===== src/rtl/regfile_cmd_master.sv =====
`default_nettype none
// ============================================================================
// Module   : regfile_cmd_master
// Brief    : Command-driven initiator for a 16x16 register file (LOAD/ADD/MOVE/READ)
// Revision : 1.0
// ============================================================================

module regfile_cmd_master #(
    parameter int DATA_W = 16,
    parameter int ADDR_W = 4,
    parameter int CNT_W  = 8
) (
    input  logic              clk,
    input  logic              rst,
    input  logic              cmd_valid,
    output logic              cmd_ready,
    input  logic [1:0]        cmd_op,
    input  logic [ADDR_W-1:0] cmd_rs1,
    input  logic [ADDR_W-1:0] cmd_rs2,
    input  logic [ADDR_W-1:0] cmd_rd,
    input  logic [DATA_W-1:0] cmd_imm,
    output logic              en,
    output logic [ADDR_W-1:0] wa,
    output logic [DATA_W-1:0] wd,
    output logic [ADDR_W-1:0] ra1,
    output logic [ADDR_W-1:0] ra2,
    input  logic [DATA_W-1:0] rd1,
    input  logic [DATA_W-1:0] rd2,
    output logic              rsp_valid,
    output logic [DATA_W-1:0] rsp_data,
    output logic [CNT_W-1:0]  op_count
);

    localparam logic [1:0] c_IDLE  = 2'd0;
    localparam logic [1:0] c_FETCH = 2'd1;
    localparam logic [1:0] c_WRITE = 2'd2;
    localparam logic [1:0] c_RESP  = 2'd3;

    localparam logic [1:0] c_OP_LOAD = 2'b00;
    localparam logic [1:0] c_OP_ADD  = 2'b01;
    localparam logic [1:0] c_OP_MOVE = 2'b10;
    localparam logic [1:0] c_OP_READ = 2'b11;

    logic [1:0]        r_state;
    logic [1:0]        w_state_nxt;
    logic [1:0]        r_op;
    logic [ADDR_W-1:0] r_rs1;
    logic [ADDR_W-1:0] r_rs2;
    logic [ADDR_W-1:0] r_rd;
    logic [DATA_W-1:0] r_imm;
    logic [DATA_W-1:0] r_op_a;
    logic [DATA_W-1:0] r_op_b;
    logic [ADDR_W-1:0] r_wa;
    logic [DATA_W-1:0] r_wd;
    logic [ADDR_W-1:0] r_ra1;
    logic [ADDR_W-1:0] r_ra2;
    logic [DATA_W-1:0] r_rsp_data;
    logic [CNT_W-1:0]  r_op_count;

    logic              w_accept;
    logic              w_fetch;
    logic              w_write;
    logic              w_resp;
    logic [DATA_W-1:0] w_wd_calc;

    // Strobes are gated by rst so an in-flight write is dropped the moment rst rises.
    assign cmd_ready = (r_state == c_IDLE) && !rst;
    assign w_accept  = cmd_valid && cmd_ready;
    assign w_fetch   = (r_state == c_FETCH);
    assign w_write   = (r_state == c_WRITE) && !rst;
    assign w_resp    = (r_state == c_RESP) && !rst;

    always_comb begin
        w_wd_calc = r_op_a;
        case (r_op)
            c_OP_LOAD: w_wd_calc = r_imm;
            c_OP_ADD:  w_wd_calc = r_op_a + r_op_b;
            default:   w_wd_calc = r_op_a;
        endcase
    end

    always_comb begin
        w_state_nxt = r_state;
        case (r_state)
            c_IDLE: begin
                if (w_accept) begin
                    w_state_nxt = (cmd_op == c_OP_LOAD) ? c_WRITE : c_FETCH;
                end
            end
            c_FETCH: w_state_nxt = (r_op == c_OP_READ) ? c_RESP : c_WRITE;
            c_WRITE: w_state_nxt = c_IDLE;
            c_RESP:  w_state_nxt = c_IDLE;
            default: w_state_nxt = c_IDLE;
        endcase
    end

    always_ff @(posedge clk) begin
        if (rst) begin
            r_state <= c_IDLE;
        end else begin
            r_state <= w_state_nxt;
        end
    end

    always_ff @(posedge clk) begin
        if (rst) begin
            r_op  <= '0;
            r_rs1 <= '0;
            r_rs2 <= '0;
            r_rd  <= '0;
            r_imm <= '0;
        end else if (w_accept) begin
            r_op  <= cmd_op;
            r_rs1 <= cmd_rs1;
            r_rs2 <= cmd_rs2;
            r_rd  <= cmd_rd;
            r_imm <= cmd_imm;
        end
    end

    // Operands are sampled before any write, so rd may alias rs1/rs2 safely.
    always_ff @(posedge clk) begin
        if (rst) begin
            r_op_a <= '0;
            r_op_b <= '0;
            r_ra1  <= '0;
            r_ra2  <= '0;
        end else if (w_fetch) begin
            r_op_a <= rd1;
            r_op_b <= rd2;
            r_ra1  <= r_rs1;
            r_ra2  <= r_rs2;
        end
    end

    always_ff @(posedge clk) begin
        if (rst) begin
            r_wa <= '0;
            r_wd <= '0;
        end else if (w_write) begin
            r_wa <= r_rd;
            r_wd <= w_wd_calc;
        end
    end

    always_ff @(posedge clk) begin
        if (rst) begin
            r_rsp_data <= '0;
            r_op_count <= '0;
        end else if (rsp_valid) begin
            r_rsp_data <= rsp_data;
            r_op_count <= r_op_count + CNT_W'(1);
        end
    end

    // Address/data outputs follow the live value in their active state and hold otherwise.
    assign ra1       = w_fetch ? r_rs1 : r_ra1;
    assign ra2       = w_fetch ? r_rs2 : r_ra2;
    assign en        = w_write;
    assign wa        = w_write ? r_rd : r_wa;
    assign wd        = w_write ? w_wd_calc : r_wd;
    assign rsp_valid = w_write || w_resp;
    assign rsp_data  = w_write ? w_wd_calc : (w_resp ? r_op_a : r_rsp_data);
    assign op_count  = r_op_count;

endmodule

`default_nettype wire

===== config.mk =====
export PLATFORM = sky130hd
export DESIGN_NAME = regfile_cmd_master
export DESIGN_NICKNAME = d
export VERILOG_FILES = /design/src/rtl/regfile_cmd_master.sv
export SDC_FILE = /design/constraint.sdc
export NUM_CORES = 1
export LEC_CHECK = 0
export BUFFER_PORTS_ARGS = -buffer_cell sky130_fd_sc_hd__buf_2
export CAP_MARGIN = 40
export CORE_ASPECT_RATIO = 1.4
export CORE_UTILIZATION = 59
export DETAILED_ROUTE_END_ITERATION = 8
export PLACE_DENSITY = 0.9
export SLEW_MARGIN = 20
export SYNTH_ARGS = -nofsm -noshare
export SYNTH_HDL_FRONTEND = slang
export SYNTH_SLANG_ARGS = --single-unit

===== constraint.sdc =====
create_clock -name clk -period 5.23 [get_ports clk]
set_input_delay 1.569 -clock clk [delete_from_list [all_inputs] [get_ports clk]]
set_output_delay 1.569 -clock clk [all_outputs]
set_load 0.02 [all_outputs]

==> results.md, run 1 <==
* CTS root buffer: clkbuf_16
* Share of cells above drive strength 1 at 21.8%
* #FFs+latches synth at around 120
* Register area share after synthesis at 40.3%
* Post-Syn Area at 0.00576 mm²
* Die height at ~120 µm
* Gp weighted congestion at 0.911
* Diodes inserted at 0
* Synthesized Nets at 836
* TritonCTS buffer count at 17
* Port bufs at approximately 120
* Peak Freq at 0.202 GHz
* Final TNS setup at 0 ps
* Max Root-Sink Buffers at 2
* Most common cell in the netlist: nand2_1
* Worst vdd ir at 0.000275 V
* Core area at 0.00946 mm²
* Hold WS at around 450 ps
* Leading cell types by count after synthesis: nand2_1 (203), dfxtp_1 (116), a21oi_1 (81), nor2_1 (52), o21ai_0 (49)
* Vias in the first global route at between 5000 and 6000
* Clock Sinks at 116
* Vias per std cell at 6.02
* Inst Count DP at 945
* Hpwl dp at roughly 11000 µm
* CTS tree: yes
* Avg Synthesized Cell Area at 7.64 µm²
* Max-slew headroom at 46.1%
* Fin nets at 937
* WP data arrival at 3390 ps
* Slew Viols, Final at 0
* Largest net degree at the start of global routing at 71
* Clk Latency, worst-skew pair at 420 ps
* Area of the multi-input gates at about 0.0032 mm²
* WL final at 16300 µm
* Startpoint types: input pin
* Mapped Cells at 754
* Routed Antenna Nets at 0
* Max cap viols at 0
* # setup viols final at 0
* Final worst clock skew at approximately 9.5 ps
* Antenna violations before repair at 0
* Hold Crit Class: reg2reg
* IO Count at between 100 and 150
* Netlist cell types at 71
* Critical path endpoint category: primary output
* First-pass GRT wire length at between 20000 and 30000 µm
* Crit share post-route at between 90% and 100%
* Asr flop ratio synth at 0%
* Drt first pass iters at 6
* Iter 0 DRT Violations at 536
* GRT Overall Usage at between 30% and 40%
* P&R area growth vs syn at 22.5%
* Critical path peak fanout at 18
* Post-route setup slack at roughly 280 ps
* Number of remaining DRC errors at 0
* Number of cell rows at between 40 and 50
* Final hold violations at 0
* Power per cell area at 354 mW/mm²
* Run status: finished, final reports clean
* Area contributors post-synth: dfxtp_1 (40%), nand2_1 (13%), a21oi_1 (7.0%)
* Measured slew at the worst slew-check pin at 807 ps
* Initial core utilization at 60.9%
* Die area at 0.0102 mm²
* Clock transition at path regs at 60 ps
* Fillers at a little under 700
* Ys flop type: dfxtp_1
* Post-DR wirelength/cell at 16.7 µm
* Unrepaired setup endpoints after global routing: false
* Die Span X at 85.5 µm
* FF/Latch Area at 0.00232 mm²
* Via count at 5884
* Post-synth EDFFs at 0
* Share of Yosys cell area claimed by the top area cell type at 40.3%
* Leading area contributor after synthesis: dfxtp_1
* Grt ovf at 0
* Post-Place Worst Slack at between 150 and 200 ps
* Post-Layout Cell Count at 978
* Setup CP Type: in2out
* LEAKAGE at 0.00318 µW
* H-tree Lvls at 4
* YS warnings at 0
* Worst Path Required at 3660 ps
* Min Tclk post-route at between 4000 and 5000 ps
[area by class of cell]
type                    count  area share [%]
multi-input cells         578            45.2
flip-flops and latches    116            32.9
repair buffers            131            10.0
clock buffers              21            6.81
clock inverters            11            2.45
well taps                 110            1.95
inverters                  11           0.638
[registers in the layout, indices dropped and copies added, names as in the netlist]
name and flops:
r_rsp_data 16, op_count 8, r_imm 16, r_op_a 16, r_rs2 4, r_op 2
r_wd 16, r_op_b 16, r_rd 4, r_rs1 4, r_ra2 4, r_ra1 4
r_state 2, r_wa 4
[cell usage in the layout (no fill, tap or decap), types with 7 or more instances in the layout]
cell / synthesis / final
clkbuf_16: 0 / 17
nand3_1: 9 / 9
and2_1: 9 / 8
xnor2_1: 7 / 7
o211ai_1: 7 / 7
nor2_1: 52 / 51
buf_4: 2 / 11
inv_1: 7 / 7
nand2_1: 203 / 203
dfxtp_1: 116 / 116
nor3_1: 9 / 9
buf_2: 6 / 119
o21a_1: 7 / 7
xor2_1: 8 / 8
o21ai_0: 49 / 49
a21o_1: 12 / 12
a21oi_1: 81 / 81
ha_1: 16 / 16
[power by group]
part           leakage, µW  switching [µW]  internal (µW)
clock             0.000308             419            848
combinational      0.00193             176           97.9
sequential        0.000944            32.9            924
[kinds of logic after synthesis]
kind of cell    synth area share [%]
simple gates                    24.7
compound gates                  23.0
flops                           40.3
buf+inv                         4.30
fa+ha+maj                       3.82
xor+xnor                        2.56
mux                             1.24
[worst max-delay path, cell delays in order]
cell and delay [ps]:
buf_2 100, inv_2 40, nand2_1 80, inv_2 110, nand2_1 350, clkinvlp_4 460, nand2_1 290, o221ai_1 180
buf_2 190
[metrics by stage]
step           cell area, µm²  util (%)  total power [µW]
5_1_grt                  7060      74.6              2570
4_1_cts                  7020      74.3              2490
3_5_place_dp             6370      67.4              1230
3_3_place_gp             6370      67.4              1230
2_1_floorplan            5760         -              1150
6_report                 7060      74.6              2500
[what timing repair did]
item                       4_1_cts  5_1_grt
resized for setup                0        1
hold buffers                     0        0
buffers inserted                 0        0
setup endpoints to repair        0        3
[per-layer routing]
layer | wire length (µm) | track usage (%) | vias to the layer above
met5 | 0 | 0 | -
met4 | 710 | 17.2 | 0
met3 | 1380 | 8.45 | 65
met2 | 7940 | 54.7 | 323
met1 | 6320 | 38.3 | 2706
li1 | - | - | 2790
[path summary, 6_finish.rpt]
check | startpoint | end | slack, ps | cells past startpoint
setup / recovery | rst | wd[9] | 280 | 9
hold / removal | r_rsp_data[6]$_SDFFE_PP0P_ | r_rsp_data[6]$_SDFFE_PP0P_ | 450 | 1
setup reg to reg | r_op_a[0]$_SDFFE_PP0P_ | r_wd[8]$_SDFF_PP0_ | 2570 | 9
hold reg to reg | r_rsp_data[6]$_SDFFE_PP0P_ | r_rsp_data[6]$_SDFFE_PP0P_ | 450 | 1
Power figures use the tool's default switching activity.
==> inputs of run 2 (changes only) <==
CORE_MARGIN = 10   (was default)
==> results.md, run 2 (same netlist as run 1, synthesis figures left out) <==
* Fillers at between 700 and 800
* Slowest-stage cell, CP: clkinv_1
* Clk Latency, worst-skew pair at 420 ps
* Grt ovf at 0
* Vias in the first global route at 5425
* Via count at 5719
* Max cap viols at 0
* Min Tclk post-route at 4780 ps
* # setup viols final at 0
* Diodes inserted at 0
* Worst vdd ir at 0.000263 V
* Initial core utilization at 60.5%
* Measured slew at the worst slew-check pin at 836 ps
* Die Span X at 103 µm
* CTS tree: yes
* Unrepaired setup endpoints after global routing: false
* Gp weighted congestion at 0.896
* Worst Path Required at between 3000 and 4000 ps
* GRT Overall Usage at 23.7%
* Final worst clock skew at 10.4 ps
* Fin nets at 936
* Design Power at 2310 µW
* Area of the multi-input gates at 0.00319 mm²
* Antenna violations before repair at 0
* WL final at 16600 µm
* Die height at 137 µm
* Port bufs at 119
* Max Root-Sink Buffers at 2
* First-pass GRT wire length at around 27000 µm
* Most frequent cells in the layout: nand2_1 (203), buf_2 (119), dfxtp_1 (116)
* Hpwl dp at 11600 µm
* Slowest cell delay on critical path at 460 ps
* CTS root buffer: clkbuf_16
* Die area at 0.0142 mm²
* Largest net degree at the start of global routing at ~70
* Critical path peak fanout at 18
* FF/Latch Area at 0.00232 mm²
* Power per cell area at approximately 330 mW/mm²
* LEAKAGE at about 0.0031 µW
* Final hold violations at 0
* Post-DR wirelength/cell at 16.7 µm
* Post-CTS Hold Fix Bufs at 0
* Clock transition at path regs at roughly 50 ps
* Max-slew headroom at 44.2%
* Setup CP Type: in2out
* TritonCTS buffer count at 17
* Inst Count DP at 966
* Critical path's most frequent cell: nand2_1
* IO Count at 120
* Number of cell rows at 42
* Run status: finished, final reports clean
* Iter 0 DRT Violations at 608
* Drt first pass iters at 5
* Post-CTS Resized at 0
* Number of remaining DRC errors at 0
* Share of cells above drive strength 1 at 21.2%
* Final TNS setup at 0 ps
* H-tree Lvls at 4
* Crit-path cells: buf_2 -> inv_2 -> nand2_1 -> inv_2 -> nand2_1 -> clkinv_1 -> nand2_1 -> o221ai_1 -> buf_2
* Peak Freq at 0.209 GHz
* Critical path endpoint category: primary output
* Clock Sinks at 116
* Final Util at 73.3%
* Hold Crit Class: reg2reg
* P&R area growth vs syn at 21.1%
* WP data arrival at 3210 ps
* Post-Layout Cell Count at 999
* Slew Viols, Final at 0
* Commonest non-fill, non-tap cell in the layout: nand2_1
* Vias per std cell at 5.72
* Crit share post-route at 91.5%
* Postcts setup bufs at 0
* Core area at around 0.0095 mm²
* Startpoint types: input pin
* Routed Antenna Nets at 0
* Hold WS at 459 ps
run 2: changes by cell type in the layout (fill, tap and decap cells not counted), sizes merged:
cell / delta
clkinv: +5
clkbuf: +2
buf: -1
inv: -1
bufinv: -3
clkinvlp: -3
run 2: power by group:
| part | switching [µW] | internal (µW) |
|---|---|---|
| Clock | 403 | 686 |
| Combinational | 169 | 97.2 |
| Sequential | 35.2 | 924 |
| Total | 607 | 1710 |
run 2: worst max-delay path: cells and delay by family:
| kind | cells | cell delay (ps) |
|---|---|---|
| buf+inv | 5 | 900 |
| compound gates | 1 | 180 |
| simple gates | 3 | 550 |
run 2: area by class of cell:
type                            instances  area share (%)
Inverter                               11           0.592
Sequential cell                       116            33.3
Multi-Input combinational cell        578            45.8
Clock buffer                           23            6.85
Timing Repair Buffer                  130            10.0
Tap cell                              132            2.37
Clock inverter                          9            1.13
run 2: final timing paths:
kind                               start                     endpoint  slack, ps  cells after the start
setup reg to reg  r_op_a[0]$_SDFFE_PP0P_  r_rsp_data[12]$_SDFFE_PP0P_       2540                     10
hold reg to reg    r_rs2[1]$_SDFFE_PP0P_        r_rs2[1]$_SDFFE_PP0P_        460                      2
hold / removal     r_rs2[1]$_SDFFE_PP0P_        r_rs2[1]$_SDFFE_PP0P_        460                      2
setup / recovery                     rst                        wd[9]        450                      9
run 2: through the flow:
step,area [µm²],worst slack [ps]
final,6980,447
after global routing,6980,258
after CTS,6950,495
after detailed placement,6390,503
after global placement,6390,563
after floorplan,5760,526
run 2: routing by layer:
layer  GRT usage (%)  wire, µm  up-vias
li1                -         -     2789
met1            27.5      6600     2630
met2            37.9      7960      251
met3            8.18      1560       49
met4            11.4       508        0
met5               0         0        -
==> inputs of run 3 (changes only) <==
PLACE_DENSITY = 0.85   (was 0.9)
==> results.md, run 3 (same netlist as run 1, synthesis figures left out) <==
* Crit share post-route at 91.2%
* Commonest non-fill, non-tap cell in the layout: nand2_1
* Diodes inserted at 0
* Design Power at ~2300 µW
* Post-CTS Hold Fix Bufs at 0
* Final TNS setup at 0 ps
* Worst setup path end: rsp_data[12]
* Reg2reg path depth at 9
* Final worst clock skew at 13.4 ps
* Drt first pass iters at 8
* Grt ovf at 0
* Iter 0 DRT Violations at 459
* Vias per std cell at 5.77
* CP startpoint: r_op_a[0]$_SDFFE_PP0P_
* Min Tclk post-route at 4770 ps
* Max-slew headroom at 43.3%
* Run status: finished, final reports clean
* WP data arrival at 3200 ps
* Number of cell rows at 42
* Antenna violations before repair at 0
* Core area at 0.00951 mm²
* WL final at 17200 µm
* Setup CP Type: reg2out
* H-tree Lvls at 4
* Port bufs at 119
* R2R Setup Slk at 2460 ps
* Clock transition at path regs at approximately 50 ps
* Post-DR wirelength/cell at 17.2 µm
* Switch share at 26.3%
* Comb pwr share at 11.8%
* Max Root-Sink Buffers at 2
* Net switching power at 605 µW
* Worst reg2reg startpoint: r_op_a[0]$_SDFFE_PP0P_
* Clk Latency, worst-skew pair at 410 ps
* TritonCTS buffer count at 17
* Seq pwr share at 41.6%
* Power per cell area at 330 mW/mm²
* Clock Sinks at 116
* Postcts setup bufs at 0
* CTS root buffer: clkbuf_16
* Number of remaining DRC errors at 0
* Share of cells above drive strength 1 at 21.2%
* Worst vdd ir at 0.000238 V
* Most frequent cells in the layout: nand2_1 (203), buf_2 (119), dfxtp_1 (116)
* LEAKAGE at 0.00315 µW
* Post-CTS Resized at 0
* Part of the power in the clock network at 46.6%
* Critical path endpoint category: primary output
* CTS tree: yes
* Gp weighted congestion at 0.887
* Critical path peak fanout at 4
* Startpoint types: flip-flop
* GRT Overall Usage at 24.1%
* Post-Layout Cell Count at 1000
* Unrepaired setup endpoints after global routing: false
* Measured slew at the worst slew-check pin at roughly 850 ps
* Die area at 0.0142 mm²
* Slew Viols, Final at 0
* Routed Antenna Nets at 0
* Reg-to-Reg End: r_wd[8]$_SDFF_PP0_
* Die height at 137 µm
* Fin nets at roughly 940
* Vias in the first global route at 5638
* IO Count at 120
* Die Span X at 103 µm
* Largest net degree at the start of global routing at 71
* Hpwl dp at 12100 µm
* Final hold violations at 0
* P&R area growth vs syn at 21.1%
* Peak Freq at ~0.21 GHz
* First-pass GRT wire length at 27000 µm
* Hold Crit Class: reg2reg
* Worst Path Required at 3660 ps
* Via count at 5772
* Max cap viols at 0
* Initial core utilization at 60.5%
* Cell Int Power at 1700 µW
* Inst Count DP at approximately 970
* # setup viols final at 0
==> run 3: changes by cell type in the layout (fill, tap and decap cells not counted), sizes merged <==
cell      before  now
buf          130  131
clkinvlp       2    1
clkinv         7    8
==> run 3: critical path, stage by stage, from the launching register on <==
cell	delay [ps]
dfxtp_1	450
ha_1	250
inv_1	70
fa_1	430
nor2b_4	150
o211ai_2	110
a21oi_1	240
o221ai_1	180
xnor2_1	210
o311ai_1	350
nand2_1	160
buf_2	190
==> run 3: per-layer routing <==
layer / part of all wire [%] / routed length, µm / vias to the layer above / GRT usage, %
li1: - / - / 2793 / -
met3: 7.0 / 1210 / 45 / 7.57
met1: 41 / 7000 / 2704 / 27.0
met5: 0 / 0 / - / 0
met2: 50 / 8520 / 230 / 40.8
met4: 2.8 / 481 / 0 / 10.4
==> run 3: worst min path at each step <==
stage | from | to | cells past startpoint
floorplan | r_rsp_data[12]$_SDFFE_PP0P_ | r_rsp_data[12]$_SDFFE_PP0P_ | 2
global placement | r_rsp_data[12]$_SDFFE_PP0P_ | r_rsp_data[12]$_SDFFE_PP0P_ | 2
detailed placement | r_rsp_data[12]$_SDFFE_PP0P_ | r_rsp_data[12]$_SDFFE_PP0P_ | 2
CTS | r_rsp_data[12]$_SDFFE_PP0P_ | r_rsp_data[12]$_SDFFE_PP0P_ | 2
global route | r_rs1[0]$_SDFFE_PP0P_ | r_rs1[0]$_SDFFE_PP0P_ | 2
finish | r_rsp_data[6]$_SDFFE_PP0P_ | r_rsp_data[6]$_SDFFE_PP0P_ | 1
==> run 3: layout make-up <==
cell class / instances / area [µm²]
multi-input combinational: 578 / 3190
clock buffer: 23 / 468
timing repair buffer: 131 / 706
fill: 776 / 2540
inverter: 11 / 41.3
clock inverter: 9 / 80.1
sequential: 116 / 2320
tap: 132 / 165
==> run 3: stage by stage <==
| stage | hold slack [ps] | setup slack (ps) | cell area, µm² | util (%) |
|---|---|---|---|---|
| 2_1_floorplan | 423 | 526 | 5760 | - |
| 3_3_place_gp | 431 | 599 | 6390 | 67.2 |
| 3_5_place_dp | 444 | 539 | 6410 | 67.4 |
| 4_1_cts | 451 | 507 | 6950 | 73.1 |
| 5_1_grt | 477 | 313 | 6970 | 73.3 |
| 6_report | 457 | 460 | 6970 | 73.3 |
==> run 3: power groups by stage <==
stage / Clock (µW) / Combinational [µW] / Sequential (µW)
global placement: 0 / 255 / 976
global route: 1120 / 302 / 960
floorplan: 0 / 185 / 960
detailed placement: 0 / 266 / 973
finish: 1070 / 273 / 957
CTS: 1080 / 269 / 956
